## config.mk

```make
export PLATFORM = sky130hd
export DESIGN_NAME = bus_arbiter
export DESIGN_NICKNAME = d
export VERILOG_FILES = /design/src/rtl/maria_bus_pkg.sv /design/src/rtl/cpu_cycle_timer.sv /design/src/rtl/bus_arbiter.sv
export SDC_FILE = /design/constraint.sdc
export NUM_CORES = 1
export LEC_CHECK = 0
export CORE_MARGIN = 2
export CORE_UTILIZATION = 56
export CTS_BUF_LIST = sky130_fd_sc_hd__clkbuf_4 sky130_fd_sc_hd__clkbuf_8 sky130_fd_sc_hd__clkbuf_16
export CTS_CLUSTER_SIZE = 20
export DETAILED_ROUTE_END_ITERATION = 7
export DONT_BUFFER_PORTS = 1
export GPL_TIMING_DRIVEN = 0
export PLACE_DENSITY = 0.71
export REMOVE_ABC_BUFFERS = 1
export SKIP_CTS_REPAIR_TIMING = 1
export SLEW_MARGIN = 20
export SYNTH_ARGS = -nofsm -noshare
export SYNTH_HDL_FRONTEND = slang
export SYNTH_SLANG_ARGS = --single-unit
```

## constraint.sdc

```tcl
create_clock -name clk_sys -period 2.1 [get_ports clk_sys]
set_clock_uncertainty 0.05 [all_clocks]
set_input_delay 0.42 -clock clk_sys [delete_from_list [all_inputs] [get_ports clk_sys]]
set_output_delay 0.42 -clock clk_sys [all_outputs]
set_load 0.02 [all_outputs]
```

## src/rtl/maria_bus_pkg.sv

```systemverilog
// Shared definitions for the MARIA-side bus arbiter.
//
// Contents:
//   arb_state_e     - arbiter FSM state encoding
//   FastDivDefault  - mclk0 ticks per fast CPU cycle (1.79 MHz)
//   SlowDivDefault  - mclk0 ticks per slow CPU cycle (1.19 MHz, TIA/RIOT)
//   TiaAddrHi       - cpu_addr[15:5] value selecting TIA space
//   RiotAddrHi      - cpu_addr[15:7] value selecting RIOT space
//   is_slow_addr()  - slow-region decode from cpu_addr[15:5]
package maria_bus_pkg;

  typedef enum logic [1:0] {
    StCpuRun     = 2'd0,
    StHaltWait   = 2'd1,
    StDmaOwn     = 2'd2,
    StTurnaround = 2'd3
  } arb_state_e;

  localparam int unsigned FastDivDefault = 4;
  localparam int unsigned SlowDivDefault = 6;

  // Phase counter width; divisors must be in 2..2**PhaseWidth.
  localparam int unsigned PhaseWidth = 8;

  localparam int unsigned AddrWidth  = 16;
  localparam int unsigned StealWidth = 16;

  localparam logic [10:0] TiaAddrHi  = 11'h000;
  localparam logic [8:0]  RiotAddrHi = 9'b000000101;

  // addr_hi is cpu_addr[15:5]; RIOT compares the upper nine of those bits.
  function automatic logic is_slow_addr(input logic [10:0] addr_hi);
    return (addr_hi == TiaAddrHi) || (addr_hi[10:2] == RiotAddrHi);
  endfunction

endpackage

```

## src/rtl/cpu_cycle_timer.sv

```systemverilog
// CPU cycle-length generator.
//
// Counts mclk0 ticks through one 6502 bus cycle. The cycle length is chosen at
// phase 0 from the address on the bus (TIA/RIOT are slow) and held until the
// cycle closes. While run_i is low the phase is parked at 0.
//
// Ports:
//   clk_i          system clock
//   rst_ni         asynchronous active-low reset
//   tick_i         mclk0 clock enable; nothing advances while low
//   run_i          high while the CPU owns cycle timing (CPU_RUN / HALT_WAIT)
//   cpu_addr_hi_i  cpu_addr[15:5], used for the slow-region decode
//   cycle_end_o    combinational: this tick closes the current cycle
//   cpu_ce_o       registered one-clk pulse following the closing tick
//   slow_cycle_o   current cycle is slow
module cpu_cycle_timer
  import maria_bus_pkg::*;
#(
  parameter int unsigned FastDiv = FastDivDefault,
  parameter int unsigned SlowDiv = SlowDivDefault
) (
  input  logic        clk_i,
  input  logic        rst_ni,
  input  logic        tick_i,
  input  logic        run_i,
  input  logic [10:0] cpu_addr_hi_i,
  output logic        cycle_end_o,
  output logic        cpu_ce_o,
  output logic        slow_cycle_o
);

  logic [PhaseWidth-1:0] phase_q;
  logic [PhaseWidth-1:0] last_phase;
  logic                  slow_q;
  logic                  cpu_ce_q;

  // The divisor is only compared for phase >= 1, by which point slow_q already
  // holds this cycle's decode (latched on the phase-0 tick).
  always_comb begin
    last_phase  = slow_q ? PhaseWidth'(SlowDiv - 1) : PhaseWidth'(FastDiv - 1);
    cycle_end_o = tick_i && run_i && (phase_q == last_phase);
  end

  always_ff @(posedge clk_i or negedge rst_ni) begin
    if (!rst_ni) begin
      phase_q  <= '0;
      slow_q   <= 1'b0;
      cpu_ce_q <= 1'b0;
    end else begin
      // Cleared on the next clk regardless of tick_i, so the pulse is one clk wide.
      cpu_ce_q <= cycle_end_o;
      if (tick_i) begin
        if (!run_i || cycle_end_o) begin
          phase_q <= '0;
        end else begin
          phase_q <= phase_q + 1'b1;
        end
        if (run_i && (phase_q == '0)) begin
          slow_q <= is_slow_addr(cpu_addr_hi_i);
        end
      end
    end
  end

  assign cpu_ce_o     = cpu_ce_q;
  assign slow_cycle_o = slow_q;

endmodule

```

## src/rtl/bus_arbiter.sv

```systemverilog
// System bus arbiter between the 6502 CPU and the MARIA DMA engine.
//
// The CPU runs cycles of FAST_DIV or SLOW_DIV mclk0 ticks. A DMA halt request
// drops RDY at once, but the bus is only handed over at the end of a CPU read
// cycle (the 6502 ignores RDY during writes). After DMA releases the halt, one
// turnaround tick returns the address bus to the CPU before it resumes.
//
// Ports:
//   clk_sys       system clock
//   reset_n       asynchronous active-low reset
//   mclk0         master-rate clock enable; all state advances only when high
//   dma_halt_req  HALT request from the DMA controller
//   dma_drive_ab  DMA controller is driving the address bus
//   dma_addr      DMA address
//   cpu_addr      CPU address
//   cpu_rw        CPU read (1) / write (0)
//   cpu_ce        one-clk_sys pulse closing a CPU cycle
//   cpu_rdy       CPU ready (6502 RDY)
//   dma_grant     bus owned by DMA
//   slow_cycle    current CPU cycle is slow
//   bus_addr      muxed system address
//   steal_cnt     mclk0 ticks spent in DMA_OWN, saturating; cleared only by reset
module bus_arbiter
  import maria_bus_pkg::*;
#(
  parameter int unsigned FAST_DIV = FastDivDefault,
  parameter int unsigned SLOW_DIV = SlowDivDefault
) (
  input  logic                  clk_sys,
  input  logic                  reset_n,
  input  logic                  mclk0,
  input  logic                  dma_halt_req,
  input  logic                  dma_drive_ab,
  input  logic [AddrWidth-1:0]  dma_addr,
  input  logic [AddrWidth-1:0]  cpu_addr,
  input  logic                  cpu_rw,
  output logic                  cpu_ce,
  output logic                  cpu_rdy,
  output logic                  dma_grant,
  output logic                  slow_cycle,
  output logic [AddrWidth-1:0]  bus_addr,
  output logic [StealWidth-1:0] steal_cnt
);

  arb_state_e            state_q;
  logic                  cpu_rdy_q;
  logic                  dma_grant_q;
  logic [StealWidth-1:0] steal_cnt_q;
  logic                  timer_run;
  logic                  cycle_end;

  // CPU cycle timing only advances while the CPU still owns the bus.
  always_comb begin
    timer_run = (state_q == StCpuRun) || (state_q == StHaltWait);
  end

  cpu_cycle_timer #(
    .FastDiv (FAST_DIV),
    .SlowDiv (SLOW_DIV)
  ) u_cpu_cycle_timer (
    .clk_i         (clk_sys),
    .rst_ni        (reset_n),
    .tick_i        (mclk0),
    .run_i         (timer_run),
    .cpu_addr_hi_i (cpu_addr[15:5]),
    .cycle_end_o   (cycle_end),
    .cpu_ce_o      (cpu_ce),
    .slow_cycle_o  (slow_cycle)
  );

  always_ff @(posedge clk_sys or negedge reset_n) begin
    if (!reset_n) begin
      state_q     <= StCpuRun;
      cpu_rdy_q   <= 1'b1;
      dma_grant_q <= 1'b0;
    end else if (mclk0) begin
      case (state_q)
        StCpuRun: begin
          if (dma_halt_req) begin
            state_q   <= StHaltWait;
            cpu_rdy_q <= 1'b0;
          end
        end
        StHaltWait: begin
          // A withdrawn request wins over a grant on the same tick.
          if (!dma_halt_req) begin
            state_q   <= StCpuRun;
            cpu_rdy_q <= 1'b1;
          end else if (cycle_end && cpu_rw) begin
            state_q     <= StDmaOwn;
            dma_grant_q <= 1'b1;
          end
        end
        StDmaOwn: begin
          if (!dma_halt_req) begin
            state_q     <= StTurnaround;
            dma_grant_q <= 1'b0;
          end
        end
        StTurnaround: begin
          // Halt is not sampled here; a reasserted request is seen from CPU_RUN.
          state_q   <= StCpuRun;
          cpu_rdy_q <= 1'b1;
        end
        default: begin
          state_q     <= StCpuRun;
          cpu_rdy_q   <= 1'b1;
          dma_grant_q <= 1'b0;
        end
      endcase
    end
  end

  // Counts every mclk0 tick resident in DMA_OWN, including the release tick.
  always_ff @(posedge clk_sys or negedge reset_n) begin
    if (!reset_n) begin
      steal_cnt_q <= '0;
    end else if (mclk0 && (state_q == StDmaOwn) && (steal_cnt_q != '1)) begin
      steal_cnt_q <= steal_cnt_q + 1'b1;
    end
  end

  always_comb begin
    bus_addr = (dma_grant_q && dma_drive_ab) ? dma_addr : cpu_addr;
  end

  assign cpu_rdy   = cpu_rdy_q;
  assign dma_grant = dma_grant_q;
  assign steal_cnt = steal_cnt_q;

endmodule

```

# Word-level counts from Yosys, hierarchy flattened
# Index checks and enable logic that the tools add are counted.
# op_classes
shift	0
muxes	15
multipliers	0
addsub	2
n_reduce_logical	20
eq_ne	12
n_lt_le_gt_ge	0
div_mod_pow	0
bitwise	0
# op_table
op	count
adder 16 x 1 -> 16 bit, second input constant	1
2-to-1 mux 16 bit	1
inequality test 16 bit, second input constant	1
zero test 11 bit	1
equality test 9 x 3 -> 1 bit, second input constant	1
adder 8 x 1 -> 8 bit, second input constant	1
equality test 8 bit	1
zero test 8 bit	1
2-to-1 mux 2 bit	4
2-to-1 mux 8 bit	1
inequality test 2 bit, second input constant	4
one-hot mux 2 bit (4 select lines)	1
AND reduction 4 bit	2
logical AND 1 bit	7
2-to-1 mux 1 bit	5
AND reduction 5 bit	1
equality test 2 bit, second input constant	2
logical OR 1 bit	3
2-to-1 mux 3 bit	1
inequality test 3 x 2 -> 1 bit, second input constant	1
one-hot mux 1 bit (3 select lines)	1
nonzero test 3 bit	1
equality test 2 x 1 -> 1 bit, second input constant	1
zero test 2 bit	1
other kinds (5)	5
# word_totals
elab_cells	56
register_bits	30
n_memories	0
rom_bits	0
in_bits	38
mem_bits_rw	0
latchBits	0
output_inout_bits	36

# Depth between registers and ports, before layout
# Gate-level depths: netlist (run 1).
# logic_depth
ltp_word	8
mapped_depth	6
depth_no_buf	5

# Hierarchy
# Synthesis (run 1) repeated with hierarchy kept, for this count alone.
# unflattened
hier_cells	171
hier_area_um2	1813.0
# modules_own_cells
module	seq_area_each_um2	cells_each	n_inst	area_per_inst_um2
bus_arbiter	501.7	115	1	1234.9
cpu_cycle_timer	250.2	56	1	578.1

# Worst setup path before layout (run 1)
# No wires, ideal clock.
# synth_path
kind	flip-flop to output port
startpoint	register dma_grant_q, in the netlist dma_grant
endpoint	output port bus_addr[10]
setup_slack_ns	0.176
path_stages_with_launch	4
arrival_ns	1.454
n_path_buf	1
path_cell_list	dfrtp_1 -> nand2_1 -> clkbuf_1 -> mux2_2
# synth_via
elab_chain_cells	2
# synth_lines
item	line_no	rtl
start, declared	bus_arbiter.sv:47	logic dma_grant_q;
start signal, assigned	bus_arbiter.sv:75	dma_grant_q <= 1'b0;
start signal, assigned	bus_arbiter.sv:91	dma_grant_q <= 1'b1;
start signal, assigned	bus_arbiter.sv:97	dma_grant_q <= 1'b0;
logical AND 1 bit	bus_arbiter.sv:124	bus_addr = (dma_grant_q && dma_drive_ab) ? dma_addr : cpu_addr;
2-to-1 mux 16 bit	bus_arbiter.sv:124	
end, declared	bus_arbiter.sv:41	output logic [AddrWidth-1:0] bus_addr,
# Every way passes these cells.

# Worst setup path in the final report (run 1)
# layout_path
startpoint	register steal_cnt_q[5], in the netlist steal_cnt[5]
endpoint	register steal_cnt_q[11], in the netlist steal_cnt[11]
# layout_via
elab_chain_cells	2
elab_cells_between_ends	3
cone_classes	add/sub (1); eq/ne (1); reduce/logical (1)
# layout_lines
item	line_no	rtl
start, declared	bus_arbiter.sv:48	logic [StealWidth-1:0] steal_cnt_q;
start signal, assigned	bus_arbiter.sv:119	steal_cnt_q <= steal_cnt_q + 1'b1;
parallel branches: the longest is 2 deep, another holds adder 16 x 1 -> 16 bit	-	
# Parallel ways; which one is timed is not known.
# A chain may end at the register's enable or synchronous reset.

==> results of run 1 <==
## worst max path at each step
| stage | startpoint | to | slack, ps | depth (start not counted) |
|---|---|---|---|---|
| global placement | steal_cnt[0] | steal_cnt[1] | 80 | 5 |
| global route | steal_cnt[0] | steal_cnt[12] | 40 | 5 |
| finish | steal_cnt[5] | steal_cnt[11] | 130 | 4 |
| CTS | dma_grant | bus_addr[0] | -170 | 2 |
| floorplan | steal_cnt[0] | steal_cnt[1] | 310 | 5 |
| detailed placement | steal_cnt[0] | steal_cnt[1] | 50 | 5 |
## sequential cells by signal, summed over array words and instances (netlist names), named ones only
| signal | flops |
|---|---|
| u_cpu_cycle_timer.slow_cycle_o | 1 |
| cpu_rdy | 1 |
| dma_grant | 1 |
| state_q | 1 |
| u_cpu_cycle_timer.phase_q | 8 |
| u_cpu_cycle_timer.cpu_ce_o | 1 |
| steal_cnt | 16 |
## power by group through the flow
stage / combinational [mW] / sequential [mW] / clock [mW]
after floorplan: 0.335 / 0.790 / 0
after global placement: 0.363 / 0.812 / 0
after detailed placement: 0.377 / 0.817 / 0
after CTS: 0.379 / 0.806 / 0.621
after global routing: 0.439 / 0.835 / 0.653
final: 0.395 / 0.815 / 0.612
## layer usage
| metal | up-vias | share of wire, % | global-route usage (%) |
|---|---|---|---|
| li1 | 650 | - | - |
| met1 | 652 | 42 | 25.3 |
| met2 | 51 | 50 | 35.4 |
| met3 | 8 | 6.7 | 8.23 |
| met4 | 0 | 1.8 | 12.1 |
| met5 | - | 0 | 0 |
## layout by cell type, fill, tap and decap left out, types with 3 or more instances in the layout
master | Yosys | layout
nand3_1 | 4 | 4
ha_1 | 3 | 3
xnor2_1 | 6 | 6
a21oi_1 | 8 | 8
xor2_1 | 11 | 11
o21ai_0 | 7 | 7
clkbuf_4 | 0 | 5
nor4_1 | 4 | 4
mux2_2 | 18 | 18
inv_1 | 7 | 7
nand4_1 | 9 | 9
dfrtp_1 | 29 | 27
and3_1 | 4 | 4
nand2_1 | 15 | 14
a2111oi_0 | 3 | 3
nor2_1 | 17 | 17
## kinds of logic after synthesis
logic type	Yosys count	share of synthesized area, %
AO/OA/AOI/OAI	23	7.73
AND/OR/NAND/NOR	73	23.8
multiplexers	20	12.6
buffers and inverters	11	2.62
XOR/XNOR	17	8.44
adder cells (fa/ha/maj)	3	2.13
flip-flops	30	42.6
## area by class of cell
class,instances,area [µm²]
flip-flops and latches,30,754
clock buffers,6,51.3
well taps,44,55.1
fillers,235,1070
repair buffers,2,30.0
inverters,7,26.3
clock inverters,2,60.1
multi-input cells,136,980
## critical path, delay by kind of cell, from the launching register on
kind             cells  cell delay [ps]
XOR/XNOR             1              170
AND/OR/NAND/NOR      3             1050
flip-flops           1              570
## stage by stage
stage | std cells | hold WS (ps) | setup TNS, ps
3_5_place_dp | 217 | 75.0 | 0
6_report | 227 | 115 | 0
5_1_grt | 227 | 96.5 | 0
4_1_cts | 225 | -305 | -2590
3_3_place_gp | 217 | 75.1 | 0
2_1_floorplan | 173 | 74.4 | 0
==> out/qor.yml, run 1 <==
status: "completed"
maxCapViolations: 0
slew_violations: 0
hold_viol: 0
final_cell_area_um2: 1960
worst_pin_slew_ps: 735
clk_pin_slew_ps: 110
postSynthAreaPerCell_um2: 9.97
cts_tree: "done"
min_from: "mclk0"
nets: 223
htreeDepth: 2
slowest_stage: "nor4_1"
min_path_cells: 1
ys_ff_latch: 30
synth-edff-count: 0
dp_hpwl_mm: 2.68
max_freq_mhz: 507
synth_top_area_share_pct: 41.1
final_antenna_net_count: 0
synthesis.area_um2: 1760
die_height_um: 60.1
grt_pass1_vias: 1328
gp_congestion: 0.843
antenna_found_initial: 0
synthDistinctLibCells: 37
post-place-ws_ps: 45.7
crit_chain: "nand3_2 > nor4_1 > nand3b_1 > xnor2_1"
synth.area.top_cells: "dfrtp_1 (41%), mux2_2 (11%), xor2_1 (5.5%)"
crit_type: "reg -> reg"
globalRouteTotalUtil_pct: 22.1
reg2reg_to: "steal_cnt[11]"
rr_startpoint: "steal_cnt[5]"
cts_buffer_depth: 2
wl_per_cell_um: 15.7
fin_crit_sh_pct: 93.8
grt_max_degree: 31
rr_worst_depth: 4
final_util_pct: 64.6
p_per_area_nw_per_um2: 931
via_per_inst: 6.00
ys_warn_count: 0
core_area_um2: 3030
period_needed_ps: 1970
rsz0062_at_grt: "no"
power.share.combinational_pct: 21.7
ir_worst_vdd_mv: 0.646
power_mw: 1.82
synth_common_cells: "dfrtp_1 (29), mux2_2 (18), nor2_1 (17), nand2_1 (15), xor2_1 (11)"
clkLatencyLatePin_ps: 340
dieArea_um2: 3620
required_ps: 2270
power_frac_seq_pct: 44.7
synth_ff_type: "dfrtp_1"
cp.arrival_ps: 2140
p_switching_uw: 582
yosys.area.top_type: "dfrtp_1"
setup_viol: 0
dpl-instance-area_um2: 1800
synth_cells: 177
critical_path.max_fanout: 5
cp-end-kind: "flop"
slew_headroom_pct: 50.6
startpoint_type: "flop"
leakage_nw: 0.917
grt-ovfl-total: 0
drc: 0
p_clk_share_pct: 33.6
n_antenna_cell: 0
min_to: "u_cpu_cycle_timer.phase_q[0]"
cts_sinks: 30
p_sw_share_pct: 31.9
worst_slack_ps: 129
vias: 1361
routed_wl_mm: 3.56
drt_iter0_drc: 81
drive_above_1_share_pct: 20.8
synthMostInstantiatedCell: "dfrtp_1"
cts-root-buf: "clkbuf_4"
max_stage_delay_ps: 690
cts_buffers: 5
drt_pass1_iterations: 4
start_util_pct: 58.3
io_pins: 74
p_int_mw: 1.24
hold_path.class: "in -> reg"
async_flop_share_pct: 100
synth-seq-area-share_pct: 42.6
fp.dieW_um: 60.1
grt_pass1_wl_mm: 5.88
io_buffers: 0
area_growth_pct: 10.9
regToRegSetupSlack_ps: 130
fp-row-count: 20
No activity file was read; power rests on OpenSTA's default activity.
==> run 2, diff against run 1 <==
--- a/config.mk
+++ b/config.mk
@@ -7,7 +7,6 @@
 export LEC_CHECK = 0
 export CORE_MARGIN = 2
 export CORE_UTILIZATION = 56
-export CTS_BUF_LIST = sky130_fd_sc_hd__clkbuf_4 sky130_fd_sc_hd__clkbuf_8 sky130_fd_sc_hd__clkbuf_16
 export CTS_CLUSTER_SIZE = 20
 export DETAILED_ROUTE_END_ITERATION = 7
 export DONT_BUFFER_PORTS = 1
==> results of run 2 <==
The final DEF is identical to that of run 1; final timing and power are the same.
==> run 3, diff against run 2 <==
--- a/config.mk
+++ b/config.mk
@@ -5,6 +5,7 @@
 export SDC_FILE = /design/constraint.sdc
 export NUM_CORES = 1
 export LEC_CHECK = 0
+export CAP_MARGIN = 40
 export CORE_MARGIN = 2
 export CORE_UTILIZATION = 56
 export CTS_CLUSTER_SIZE = 20
==> results of run 3 <==
The final DEF is identical to that of run 1; final timing and power are the same.
